$ cat src/rtl/dispatch_pkg.sv
// dispatch_pkg: shared types and constants for the dispatch/rename controller.
//   disp_state_t : dispatch FSM state (RUN, WAIT_CTRL)
//   Q_*          : bit position of each issue queue in the one-hot queue select
//   st_entry_t   : register status table entry (pending flag + producing tag)
package dispatch_pkg;

  typedef enum logic {
    RUN       = 1'b0,
    WAIT_CTRL = 1'b1
  } disp_state_t;

  localparam int Q_INT  = 0;
  localparam int Q_MULT = 1;
  localparam int Q_DIV  = 2;
  localparam int Q_MEM  = 3;

  // Packages cannot be parametrised, so the stored tag field is sized for the
  // largest tag space we expect (256 tags); the top casts to/from TAG_W.
  localparam int ST_TAG_W = 8;

  typedef struct packed {
    logic                valid;
    logic [ST_TAG_W-1:0] tag;
  } st_entry_t;

endpackage

$ cat src/rtl/tag_free_list.sv
// tag_free_list: circular FIFO of free physical tags.
//   clk, rst   : clock, synchronous active-high reset (refills with 0..NUM_TAGS-1)
//   pop        : consume head_tag this cycle
//   push       : return push_tag to the tail this cycle
//   head_tag   : next tag to hand out
//   count      : number of free tags (0..NUM_TAGS)
//   overflow   : sticky, set when a push arrives with no room
module tag_free_list #(
  parameter int NUM_TAGS = 64,
  parameter int TAG_W    = $clog2(NUM_TAGS)
) (
  input  logic             clk,
  input  logic             rst,
  input  logic             pop,
  input  logic             push,
  input  logic [TAG_W-1:0] push_tag,
  output logic [TAG_W-1:0] head_tag,
  output logic [TAG_W:0]   count,
  output logic             overflow
);

  logic [TAG_W-1:0] mem [NUM_TAGS];
  logic [TAG_W-1:0] head;
  logic [TAG_W-1:0] tail;
  logic             full;
  logic             do_pop;
  logic             do_push;

  assign full     = (count == (TAG_W+1)'(NUM_TAGS));
  assign do_pop   = pop & (count != '0);
  // A simultaneous pop frees the slot, so a push into a full list is kept.
  assign do_push  = push & (~full | do_pop);
  assign head_tag = mem[head];

  // NUM_TAGS is a power of two, so the pointers wrap naturally.
  always_ff @(posedge clk) begin
    if (rst) begin
      for (int i = 0; i < NUM_TAGS; i++) mem[i] <= TAG_W'(i);
      head     <= '0;
      tail     <= '0;
      count    <= (TAG_W+1)'(NUM_TAGS);
      overflow <= 1'b0;
    end else begin
      if (do_push) begin
        mem[tail] <= push_tag;
        tail      <= tail + 1'b1;
      end
      if (do_pop) head <= head + 1'b1;
      case ({do_push, do_pop})
        2'b10:   count <= count + 1'b1;
        2'b01:   count <= count - 1'b1;
        default: count <= count;
      endcase
      if (push & ~do_push) overflow <= 1'b1;
    end
  end

endmodule

$ cat src/rtl/dispatch_rename_ctrl.sv
// dispatch_rename_ctrl: dispatches the IFQ head into one of NUM_QUEUES issue
// queues, renames rd from the tag free-list, tracks pending registers in the
// status table, clears them on CDB broadcast and stalls behind branch/jalr.
//   IFQ/decoder : ifq_valid, ifq_rd, dec_queue_sel, dec_reg_write, dec_branch,
//                 dec_jalr, rd, rs1, rs2
//   issue queues: queue_full, queue_en
//   rename      : rs1/rs2_tag, rs1/rs2_tag_valid, rs1/rs2_fwd, rd_tag, rd_tag_valid
//   CDB         : cdb_valid, cdb_tag, cdb_branch, cdb_jalr
//   reg file    : rf_we, rf_rd
//   status      : free_count, ctrl_wait, fl_overflow
//
// state     | meaning
// ----------+-----------------------------------------------------------
// RUN       | dispatching normally
// WAIT_CTRL | branch/jalr in flight; dispatch held until it resolves on CDB
module dispatch_rename_ctrl
  import dispatch_pkg::*;
#(
  parameter int NUM_QUEUES    = 4,
  parameter int NUM_TAGS      = 64,
  parameter int TAG_W         = $clog2(NUM_TAGS),
  parameter int NUM_ARCH_REGS = 32,
  parameter int REG_W         = $clog2(NUM_ARCH_REGS)
) (
  input  logic                  clk,
  input  logic                  rst,
  input  logic                  ifq_valid,
  output logic                  ifq_rd,
  input  logic [NUM_QUEUES-1:0] dec_queue_sel,
  input  logic                  dec_reg_write,
  input  logic                  dec_branch,
  input  logic                  dec_jalr,
  input  logic [REG_W-1:0]      rd,
  input  logic [REG_W-1:0]      rs1,
  input  logic [REG_W-1:0]      rs2,
  input  logic [NUM_QUEUES-1:0] queue_full,
  output logic [NUM_QUEUES-1:0] queue_en,
  output logic [TAG_W-1:0]      rs1_tag,
  output logic [TAG_W-1:0]      rs2_tag,
  output logic                  rs1_tag_valid,
  output logic                  rs2_tag_valid,
  output logic                  rs1_fwd,
  output logic                  rs2_fwd,
  output logic [TAG_W-1:0]      rd_tag,
  output logic                  rd_tag_valid,
  input  logic                  cdb_valid,
  input  logic [TAG_W-1:0]      cdb_tag,
  input  logic                  cdb_branch,
  input  logic                  cdb_jalr,
  output logic                  rf_we,
  output logic [REG_W-1:0]      rf_rd,
  output logic [TAG_W:0]        free_count,
  output logic                  ctrl_wait,
  output logic                  fl_overflow
);

  disp_state_t state;
  disp_state_t state_nxt;
  st_entry_t   st [NUM_ARCH_REGS];
  logic        need_tag;
  logic        dispatch;

  assign need_tag = dec_reg_write & (rd != '0);

  // ~rst keeps every strobe low while reset is held.
  assign dispatch = ~rst & ifq_valid & (state == RUN) & (|dec_queue_sel)
                  & ~(|(dec_queue_sel & queue_full))
                  & (~need_tag | (free_count != '0));

  assign ifq_rd       = dispatch;
  assign queue_en     = dec_queue_sel & {NUM_QUEUES{dispatch}};
  assign rd_tag_valid = dispatch & need_tag;
  assign ctrl_wait    = (state == WAIT_CTRL);

  tag_free_list #(
    .NUM_TAGS (NUM_TAGS),
    .TAG_W    (TAG_W)
  ) u_free_list (
    .clk      (clk),
    .rst      (rst),
    .pop      (rd_tag_valid),
    .push     (cdb_valid),
    .push_tag (cdb_tag),
    .head_tag (rd_tag),
    .count    (free_count),
    .overflow (fl_overflow)
  );

  // FSM
  always_ff @(posedge clk) begin
    if (rst) state <= RUN;
    else     state <= state_nxt;
  end

  always_comb begin
    state_nxt = state;
    case (state)
      RUN:       if (dispatch & (dec_branch | dec_jalr)) state_nxt = WAIT_CTRL;
      WAIT_CTRL: if (cdb_branch | cdb_jalr)              state_nxt = RUN;
      default:   state_nxt = RUN;
    endcase
  end

  // Sources see the table as it stood before this cycle's rename; x0 is
  // never written so it always reads not-pending.
  assign rs1_tag_valid = (rs1 != '0) & st[rs1].valid;
  assign rs2_tag_valid = (rs2 != '0) & st[rs2].valid;
  assign rs1_tag       = TAG_W'(st[rs1].tag);
  assign rs2_tag       = TAG_W'(st[rs2].tag);
  assign rs1_fwd       = rs1_tag_valid & cdb_valid & (rs1_tag == cdb_tag);
  assign rs2_fwd       = rs2_tag_valid & cdb_valid & (rs2_tag == cdb_tag);

  // Tags are unique, so at most one entry can match the broadcast.
  always_comb begin
    rf_we = 1'b0;
    rf_rd = '0;
    if (cdb_valid & ~rst) begin
      for (int i = 1; i < NUM_ARCH_REGS; i++) begin
        if (st[i].valid && (st[i].tag == ST_TAG_W'(cdb_tag))) begin
          rf_we = 1'b1;
          rf_rd = REG_W'(i);
        end
      end
    end
  end

  // A rename of the same register beats the CDB clear.
  always_ff @(posedge clk) begin
    if (rst) begin
      for (int i = 0; i < NUM_ARCH_REGS; i++) st[i] <= '0;
    end else begin
      for (int i = 1; i < NUM_ARCH_REGS; i++) begin
        if (rd_tag_valid && (rd == REG_W'(i))) begin
          st[i].valid <= 1'b1;
          st[i].tag   <= ST_TAG_W'(rd_tag);
        end else if (rf_we && (rf_rd == REG_W'(i))) begin
          st[i].valid <= 1'b0;
        end
      end
    end
  end

endmodule

$ cat config.mk
export PLATFORM = sky130hd
export DESIGN_NAME = dispatch_rename_ctrl
export DESIGN_NICKNAME = d
export VERILOG_FILES = /design/src/rtl/dispatch_pkg.sv /design/src/rtl/tag_free_list.sv /design/src/rtl/dispatch_rename_ctrl.sv
export SDC_FILE = /design/constraint.sdc
export NUM_CORES = 1
export LEC_CHECK = 0
export BUFFER_PORTS_ARGS = -buffer_cell sky130_fd_sc_hd__buf_4
export CAP_MARGIN = 20
export CORE_MARGIN = 3
export CORE_UTILIZATION = 30
export DETAILED_ROUTE_END_ITERATION = 6
export PLACE_DENSITY = 0.54
export SETUP_SLACK_MARGIN = 0.3
export SYNTH_ARGS = -nofsm -noshare
export SYNTH_HDL_FRONTEND = slang
export SYNTH_SLANG_ARGS = --single-unit
$ cat constraint.sdc
create_clock -name clk -period 6.2 [get_ports clk]
set_input_delay 1.86 -clock clk [delete_from_list [all_inputs] [get_ports clk]]
set_output_delay 1.86 -clock clk [all_outputs]
set_load 0.01 [all_outputs]
# Word-level counts from Yosys, hierarchy flattened
# Memory sizes are Yosys's and may differ from the RTL's. A register that Yosys moved wholly into a read port is not among the register bits.
# Cells that the tools add are included.
# totals
ff_bits	21
mem_bits_rw	608
input_bits	38
out_inout_bits	43
word_cells	721
n_memories	2
# mem_list
memory	depth	word_bits	rd	rd_ports_with_merged_regs	write_ports	line	source
u_free_list.mem	64	6	1	1	64	tag_free_list.sv:22	logic [TAG_W-1:0] mem [NUM_TAGS];
st	32	7	33	0	32	dispatch_rename_ctrl.sv:59	st_entry_t st [NUM_ARCH_REGS];
# op_classes
add_sub_neg	4
n_eq_ne	98
n_mux	388
bitwise_logic	123
n_reduce_logical	101
# op_table
cell	n
$mux W1	320
$eq A8 B6 Y1	31
$mux W6	35
$eq A5 B5 Y1 const B	32
$mux W5	31
$or A1 B1 Y1	97
$logic_and A1 B1 Y1	93
$eq A5 B4 Y1 const B	16
$eq A5 B3 Y1 const B	8
$eq A5 B2 Y1 const B	4
$and A1 B1 Y1	18
$reduce_bool A5 Y1	3
$pmux W7 S2	1
$add A6 B1 Y6 const B	2
$eq A6 B6 Y1	2
$eq A5 B1 Y1 const B	2
$and A4 B4 Y4	2
$reduce_or A4 Y1	2
$add A7 B1 Y7 const B	1
$eq A7 B7 Y1 const B	1
$reduce_bool A7 Y1	1
$sub A7 B1 Y7 const B	1
$not A1 Y1	6
$reduce_or A6 Y1	1
4 further kinds	4

# Logic depth before layout (Yosys ltp)
# Gate-level depths: netlist of run 1.
# An unclocked memory read counts as a cell.
# depth
word_depth	42
mapped_depth	16
ltp_nobuf	15

# Hierarchy
# Synthesis of run 1 repeated with hierarchy kept, for this count alone.
# unflattened
hier_cells	2581
area_unflattened_um2	33550.9
# by_module_without_submodules
mod	instances	cells_per_inst	area_per_inst_um2	seq_area_each_um2
tag_free_list	1	1446	18906.9	12051.6
dispatch_rename_ctrl	1	1135	14644.0	6536.3

# Least setup slack after synthesis of run 1
# OpenSTA, ideal clock, no wires.
# synth_timing
path_kind	input -> output
start	in rs1[0]
end	out rs1_fwd
arrival_time_ns	4.659
required_ns	4.340
setup_slack_ns	-0.319
cell_stages	9
path_buffers	3
path_cell_list	clkbuf_1 -> buf_1 -> buf_2 -> mux4_2 -> mux4_2 -> mux2_2 -> xnor2_1 -> nand3_1 -> nor3_1
# synth_between
elab_cells_between_ends	6
cone_classes	eq/ne (1); bitwise (3); reduce/logical (1); memory (1)
# synth_lines
item	line	source
start: declaration	dispatch_rename_ctrl.sv:34	input logic [REG_W-1:0] rs1,
$mem_v2 Z32 W7	-	
named net rs1_tag[1]	dispatch_rename_ctrl.sv:38	output logic [TAG_W-1:0] rs1_tag,
$eq A6 B6 Y1	dispatch_rename_ctrl.sv:110	assign rs1_fwd = rs1_tag_valid & cdb_valid & (rs1_tag == cdb_tag);
$and A1 B1 Y1	dispatch_rename_ctrl.sv:110	
end: declaration	dispatch_rename_ctrl.sv:42	output logic rs1_fwd,
# The timed path passes the listed nets, and every way through them passes these cells.

# Final worst setup path of run 1
# layout_timing
start	in cdb_tag[4]
end	out rf_rd[1]
# layout_between
elab_chain_cells	33
elab_cells_between_ends	91
cone_classes	eq/ne (30); mux (31); reduce/logical (30)
# layout_rtl
item	line	source
start: declaration	dispatch_rename_ctrl.sv:47	input logic [TAG_W-1:0] cdb_tag,
$eq A8 B6 Y1	dispatch_rename_ctrl.sv:119	if (st[i].valid && (st[i].tag == ST_TAG_W'(cdb_tag))) begin
$logic_and A1 B1 Y1	dispatch_rename_ctrl.sv:119	
$mux W5 (29 in series)	dispatch_rename_ctrl.sv:119	
$mux W5 *	dispatch_rename_ctrl.sv:119	
$mux W5 *	dispatch_rename_ctrl.sv:117	if (cdb_valid & ~rst) begin
end: declaration	dispatch_rename_ctrl.sv:51	output logic [REG_W-1:0] rf_rd,
# Mark *: on every way between the ends. The rest lies on a longest branch, timed or not.

==> results of run 1 <==
per-stage QoR:
step | cells | setup TNS [ps]
finish | 4164 | 0
global route | 4164 | 0
CTS | 4143 | 0
detailed placement | 3971 | -96.80
global placement | 3971 | -230.8
floorplan | 2435 | 0
cell type report:
class,count,area share
Tap cell,1476,0.04609
Sequential cell,628,0.4641
Timing Repair Buffer,349,0.08499
Multi-Input combinational cell,1544,0.3476
Inverter,40,0.003841
Clock inverter,42,0.008275
Clock buffer,85,0.04512
power by group through the flow:
stage          clock [mW]  combinational [mW]  sequential (mW)
6_report             3.97                1.26             4.95
5_1_grt              4.20                1.32             4.96
4_1_cts              4.04                1.22             4.95
3_5_place_dp            0                1.13             5.03
3_3_place_gp            0                1.12             5.03
2_1_floorplan           0               0.685             4.95
flip-flops by register name (all words and copies together) (netlist names), named ones only:
name / cells
u_free_list.mem: 384
u_free_list.tail: 6
u_free_list.overflow: 1
u_free_list.head: 6
u_free_list.count: 7
ctrl_wait: 1
st: 217
cell families (layout without fill, tap and decap cells):
logic type	after synthesis	after routing	synth area share
AO/OA/AOI/OAI	152	152	0.03125
flip-flops	628	628	0.5586
adder cells (fa/ha/maj)	9	9	0.003610
buffers and inverters	263	516	0.03764
XOR/XNOR	212	212	0.05580
multiplexers	281	281	0.1803
AND/OR/NAND/NOR	890	890	0.1327
per-layer routing:
metal / share of wire / wire length (um) / up-vias
li1: - / - / 9684
met1: 0.40 / 45610 / 11780
met2: 0.47 / 53250 / 1314
met3: 0.090 / 10240 / 258
met4: 0.042 / 4766 / 2
met5: 0.000088 / 10 / -
worst max-delay path: cells and delay by family:
kind / cells / cell delay, ps
xor+xnor: 1 / 130
simple gates: 3 / 960
buf+inv: 5 / 680
compound gates: 3 / 560
layout by cell type (no fill, tap or decap), types with 16 or more instances in the layout:
cell type,count
edfxtp_1,601
buf_4,283
mux4_2,252
nor2_1,243
nand2_1,183
xor2_1,99
xnor2_1,92
nor3_1,83
clkbuf_16,71
nand3_1,69
and3_1,53
o21ai_0,50
or3_1,42
or2_2,40
nand4_1,35
inv_1,34
buf_12,34
and2_1,26
dfxtp_1,24
nor4_1,19
xnor2_2,18
mux2_2,18
clkinv_1,17
nor4_2,16
path summary, 6_finish.rpt:
check        cells after the start  slack (ps)                                 to
min                              2         480               ctrl_wait$_SDFF_PP0_
max reg2reg                     15        1980  u_free_list.count[6]$_SDFFE_PP1P_
min reg2reg                      2         480               ctrl_wait$_SDFF_PP0_
max                             12         130                           rf_rd[1]
what timing repair did:
item,CTS,global route
cloned,9,1
setup endpoints to repair,9,8
pin swaps,24,15
buffers inserted,36,17
gates resized for setup,95,31
==> summary.txt, run 1 <==
Detailed routing
  – Antenna viol nets, final: 0
  – DR DRC count: 3
  – Drt total wl: 113.9 mm
  – Drt pass-1 iters: 7
  – DR iter-0 viols: 2626
  – Drt wl/cell: roughly 27 um
  – Via count: 23030
  – Number of vias per cell: approximately 5.5

Synthesis
  – Post-Syn Area: 33270 um2
  – Synth Flop Type: edfxtp_1
  – Asr flop ratio synth: 0
  – Biggest area consumer among synthesized cells: edfxtp_1
  – Synth Instances: 2435
  – EDFF count, synth: about 600
  – Post-synth top cells: edfxtp_1 (601), mux4_2 (252), nor2_1 (246), nand2_1 (183), clkbuf_1 (147)
  – Count leader, synth: edfxtp_1
  – Synth top area cells: edfxtp_1 (54%), mux4_2 (17%), xnor2_1 (2.9%)
  – Syn nets: 2482
  – Share of the synthesized area in the top cell type: 0.5424
  – Unique masters post-synth: 75
  – YS warnings: 0
  – Seq cells post-synth: 628
  – Post-synthesis sequential area ratio: 0.5586
  – Post-Syn Area per Cell: 13.67 um2

Min path
  – Min-delay worst type: reg -> reg
  – HP Start: ctrl_wait$_SDFF_PP0_

Floorplanning
  – Chip Height: 339.0 um
  – IO Pins: 81
  – Initial Util: 0.3040
  – DIE AREA: 114900 um2
  – Die W: 339.0 um
  – Site Rows: ~120
  – CORE AREA: 109500 um2

Placement
  – Dpl hpwl: 79.87 mm
  – Post-Place Cell Area: 36550 um2
  – RD Place Congestion: between 0.9 and 1
  – DP Worst Slack: -35.62 ps
  – # port buffers: 80

GRT
  – Busiest grt layer: met2
  – Global Route met1 Usage: 0.2571
  – Pin count of the biggest net entering global routing: 65
  – Congestion Overflow GR: 0
  – First-pass GRT wire length: 165.7 mm
  – Vias in the first global route: 23080
  – Tot GR Track Use: 0.1943
  – Grt met2 use: 0.3128
  – Met3 GRT Util: 0.04304
  – Initial antenna violation count: 1

Timing
  – Fin. max-slew vios: 0
  – PnR worst setup slack: 125.3 ps
  – Fmax achieved: 164.6 MHz
  – RSZ-0062 raised after global routing: yes
  – Relative slew slack: 0.2998
  – Final hold violations: 0
  – # setup viols final: 0
  – Final hold slack: ~480 ps
  – Worst Max-Slew Pin Slew: 1039 ps
  – Period utilization: 0.9798
  – Period minus WS final: 6075 ps
  – Clock Skews: 30.08 ps

Setup path
  – Worst EP arrival: between 4000 and 5000 ps
  – Setup crit start kind: input port
  – Worst Setup SP: cdb_tag[4]
  – Worst path required time: 4340 ps
  – CP Cell Sequence: buf_4 > buf_8 > xnor2_1 > nand4_1 > or4_4 > a211oi_2 > buf_4 > a311o_1 > o211ai_2 > or2_4 > inv_4 > buf_6
  – CP Max Fanout: 10
  – Worst setup path category: in -> out
  – RR Startpoint: u_free_list.count[4]$_SDFFE_PP0P_
  – Most common cell on crit path: buf_4
  – CP max stage delay: 540 ps
  – Critical path's slowest cell: or4_4
  – Critical Path Sink Type: output port

Cells and area
  – Post-route cell area: about 40000 um2
  – Ant diodes: 0
  – Final net count: 2679
  – Share of post-route cells with drive strength above 1: 0.3207
  – Fill count: approximately 10000
  – Synthesis-to-finish area growth: 20.43%
  – Register Area: 18600 um2
  – Area occupied by multi-input gates: 13930 um2
  – Layout Utilization: 0.3661

Clocking
  – Cts hold-fix bufs: 0
  – H-tree levels: 3
  – CTS sink count: 628
  – Clock Latency Late Sink: about 640 ps
  – Clock tree buffer depth: 3
  – Clock Root Buffer: clkbuf_16
  – CTS tree: yes
  – Clock transition at the registers of the reported paths: 60 ps
  – Num CTS Buffers: 69

Flow run
  – MaxCap Viol Count: 0

Power
  – Fraction of power spent switching nets: 0.2583
  – Power share of the combinational group: 0.124
  – Pwr dens: 254.3 nW/um2
  – Total power: 10.19 mW
  – Flop pwr share: 0.486
  – Sw Pwr: 2.632 mW
  – Clock Power Share: 0.390
  – Max VDD drop: 0.2373 mV
  – Cell Int Power: 7.558 mW
  – Leak Pwr: 13.47 nW

Status
  – Run status: finished with violations
  – Failing checks: DRC
Power figures use the tool's default switching activity.
==> inputs of run 2 (changes only) <==
--- a/config.mk
+++ b/config.mk
@@ -6,11 +6,11 @@
 export NUM_CORES = 1
 export LEC_CHECK = 0
 export BUFFER_PORTS_ARGS = -buffer_cell sky130_fd_sc_hd__buf_4
-export CAP_MARGIN = 20
+export CORE_ASPECT_RATIO = 1.5
 export CORE_MARGIN = 3
 export CORE_UTILIZATION = 30
 export DETAILED_ROUTE_END_ITERATION = 6
-export PLACE_DENSITY = 0.54
+export PLACE_DENSITY = 0.52
 export SETUP_SLACK_MARGIN = 0.3
 export SYNTH_ARGS = -nofsm -noshare
 export SYNTH_HDL_FRONTEND = slang
==> constraint.sdc (replaced) <==
create_clock -name clk -period 7.4 [get_ports clk]
set_input_delay 2.22 -clock clk [delete_from_list [all_inputs] [get_ports clk]]
set_output_delay 2.22 -clock clk [all_outputs]
set_load 0.01 [all_outputs]
==> summary.txt, run 2 (synthesized netlist as in run 1, its figures left out) <==
Status
  – Run status: finished, final reports clean

Timing
  – # setup viols final: 0 (unchanged)
  – Period minus WS final: approximately 7000 ps
  – Relative slew slack: 0.1987 (-0.1011)
  – Fin. max-slew vios: 0 (unchanged)
  – Final hold slack: 478.7 ps (-1.735 ps)
  – Worst Max-Slew Pin Slew: 1189 ps (+150.0 ps)
  – RSZ-0062 raised after global routing: no
  – PnR worst setup slack: 396.3 ps (+271.0 ps)
  – Period utilization: 0.9464
  – Fmax achieved: about 140 MHz
  – Clock Skews: 30.51 ps (+0.4290 ps)
  – Final hold violations: 0 (unchanged)
  – Setup TNS: 0 ps (unchanged)

Setup path
  – Critical Path Sink Type: output port
  – Worst EP arrival: 4780 ps (+570 ps)
  – CP Max Fanout: 21 (+11)
  – Worst path required time: 5180 ps (+840 ps)
  – Worst setup path category: in -> out
  – Worst Setup SP: cdb_tag[1]
  – Setup crit start kind: input port

Cells and area
  – Fin cells: 3976 (-4.5%)
  – Ant diodes: 0 (unchanged)
  – Most common cell after layout, fill and taps aside: edfxtp_1
  – Top flop regs: u_free_list.mem x384, st x217, u_free_list.count x7
  – Max FFs per register: 384 (unchanged)
  – Most frequent cells in the layout: edfxtp_1 (601), mux4_2 (252), nor2_1 (243)
  – Post-route cell area: 37990 um2 (-5.2%)
  – Final net count: 2541 (-5.2%)
  – Synthesis-to-finish area growth: 14.17%
  – Layout Utilization: 0.3454 (-0.02071)
  – Largest Register: u_free_list.mem
  – Share of post-route cells with drive strength above 1: 0.2659 (-0.05475)

Clocking
  – Clock tree buffer depth: 3 (unchanged)
  – Num CTS Buffers: 67 (-2.9%)
  – CTS tree: yes
  – CTS sink count: 628 (unchanged)
  – Clock Latency Late Sink: 640 ps (about the same)
  – Clock transition at the registers of the reported paths: 60 ps (about the same)
  – H-tree levels: 3 (unchanged)
  – Clock Root Buffer: clkbuf_16

Power
  – Leak Pwr: 12.43 nW (-7.7%)
  – Pwr dens: 223.0 nW/um2 (-12%)
  – Max VDD drop: 0.1495 mV (-37%)
  – Total power: 8.471 mW (-17%)

GRT
  – Initial antenna violation count: 1 (unchanged)
  – Tot GR Track Use: 0.1964 (+0.002111)
  – Congestion Overflow GR: 0 (unchanged)
  – Vias in the first global route: 22750 (-1.4%)
  – Pin count of the biggest net entering global routing: 66 (+1.5%)
  – First-pass GRT wire length: 163.4 mm (-1.4%)

Placement
  – # port buffers: 80 (unchanged)
  – Post-Place Cell Area: 35720 um2 (-2.3%)
  – RD Place Congestion: 0.9571 (-2.7%)
  – Placed Instances: 3859 (-2.8%)
  – DP Worst Slack: 212.3 ps (+247.9 ps)
  – Dpl hpwl: 83.15 mm (+4.1%)

Min path
  – HP Start: u_free_list.overflow$_SDFFE_PP0P_
  – Min-delay worst type: reg -> reg

Flow run
  – MaxCap Viol Count: 0 (unchanged)

Floorplanning
  – Site Rows: 149 (+23%)
  – DIE AREA: 115000 um2 (about the same)
  – Die W: 277.9 um (-18%)
  – CORE AREA: 110000 um2 (+0.49%)
  – Chip Height: 413.9 um (+22%)
  – IO Pins: 81 (unchanged)
  – Initial Util: 0.3025 (-0.001477)

Detailed routing
  – Drt total wl: 113.4 mm (-0.45%)
  – Drt pass-1 iters: 5 (-2)
  – DR DRC count: 0 (-3)
  – Number of vias per cell: 5.470 (-1.1%)
  – Drt wl/cell: 28.51 um (+4.3%)
  – Antenna viol nets, final: 0 (unchanged)
  – Via count: 21750 (-5.6%)
  – DR iter-0 viols: 1835 (-30%)
run 2: changes by cell type in the layout (fill, tap and decap cells not counted), moves of 11 or more:
| cell | change |
|---|---|
| xnor2_2 | -18 |
| nor4_2 | -14 |
| buf_12 | -25 |
| nor4_1 | +18 |
| buf_4 | -90 |
| xnor2_1 | +18 |
| buf_16 | -11 |
run 2: cell type report:
cell class                 count  area [um2]
clock buffer                  82        1774
clock inverter                35       396.6
tap                         1434        1794
fill                       10640       72000
timing repair buffer         213        1780
sequential                   628       18600
multi-input combinational   1544       13490
inverter                      40       153.9
run 2: layer usage:
metal | part of all wire | global-route usage | vias up
met5 | 0 | 0 | -
met1 | 0.35 | 0.2084 | 11240
met2 | 0.53 | 0.3654 | 840
met4 | 0.064 | 0.1165 | 0
li1 | - | - | 9393
met3 | 0.049 | 0.03202 | 280
run 2: final timing paths:
check,slack (ps),depth (start not counted),endpoint
worst max-delay path,400,11,rf_rd[2]
worst min-delay path,480,2,u_free_list.overflow$_SDFFE_PP0P_
worst max register to register,2420,6,st[30][2]$_DFFE_PP_
worst min register to register,480,2,u_free_list.overflow$_SDFFE_PP0P_
run 2: critical path: stages:
cell,delay (ps)
buf_8,240
buf_4,270
xor2_1,260
nor4_1,100
buf_4,170
or4b_1,560
o2111ai_1,350
a31oi_2,190
nor2_1,130
buf_4,130
buf_4,110
run 2: power by group:
part	switching, mW	leakage, nW	total (mW)	internal [mW]
clock network	1.45	1.06	3.41	1.96
registers	0.127	6.00	4.16	4.03
logic	0.530	5.38	0.902	0.372
run 2: what timing repair did:
item / CTS / global route
setup endpoints to repair: 5 / 5
pin swaps: 0 / 0
setup buffers: 0 / 0
cloned: 0 / 0
gates resized for setup: 6 / 17
hold buffers: 0 / 0
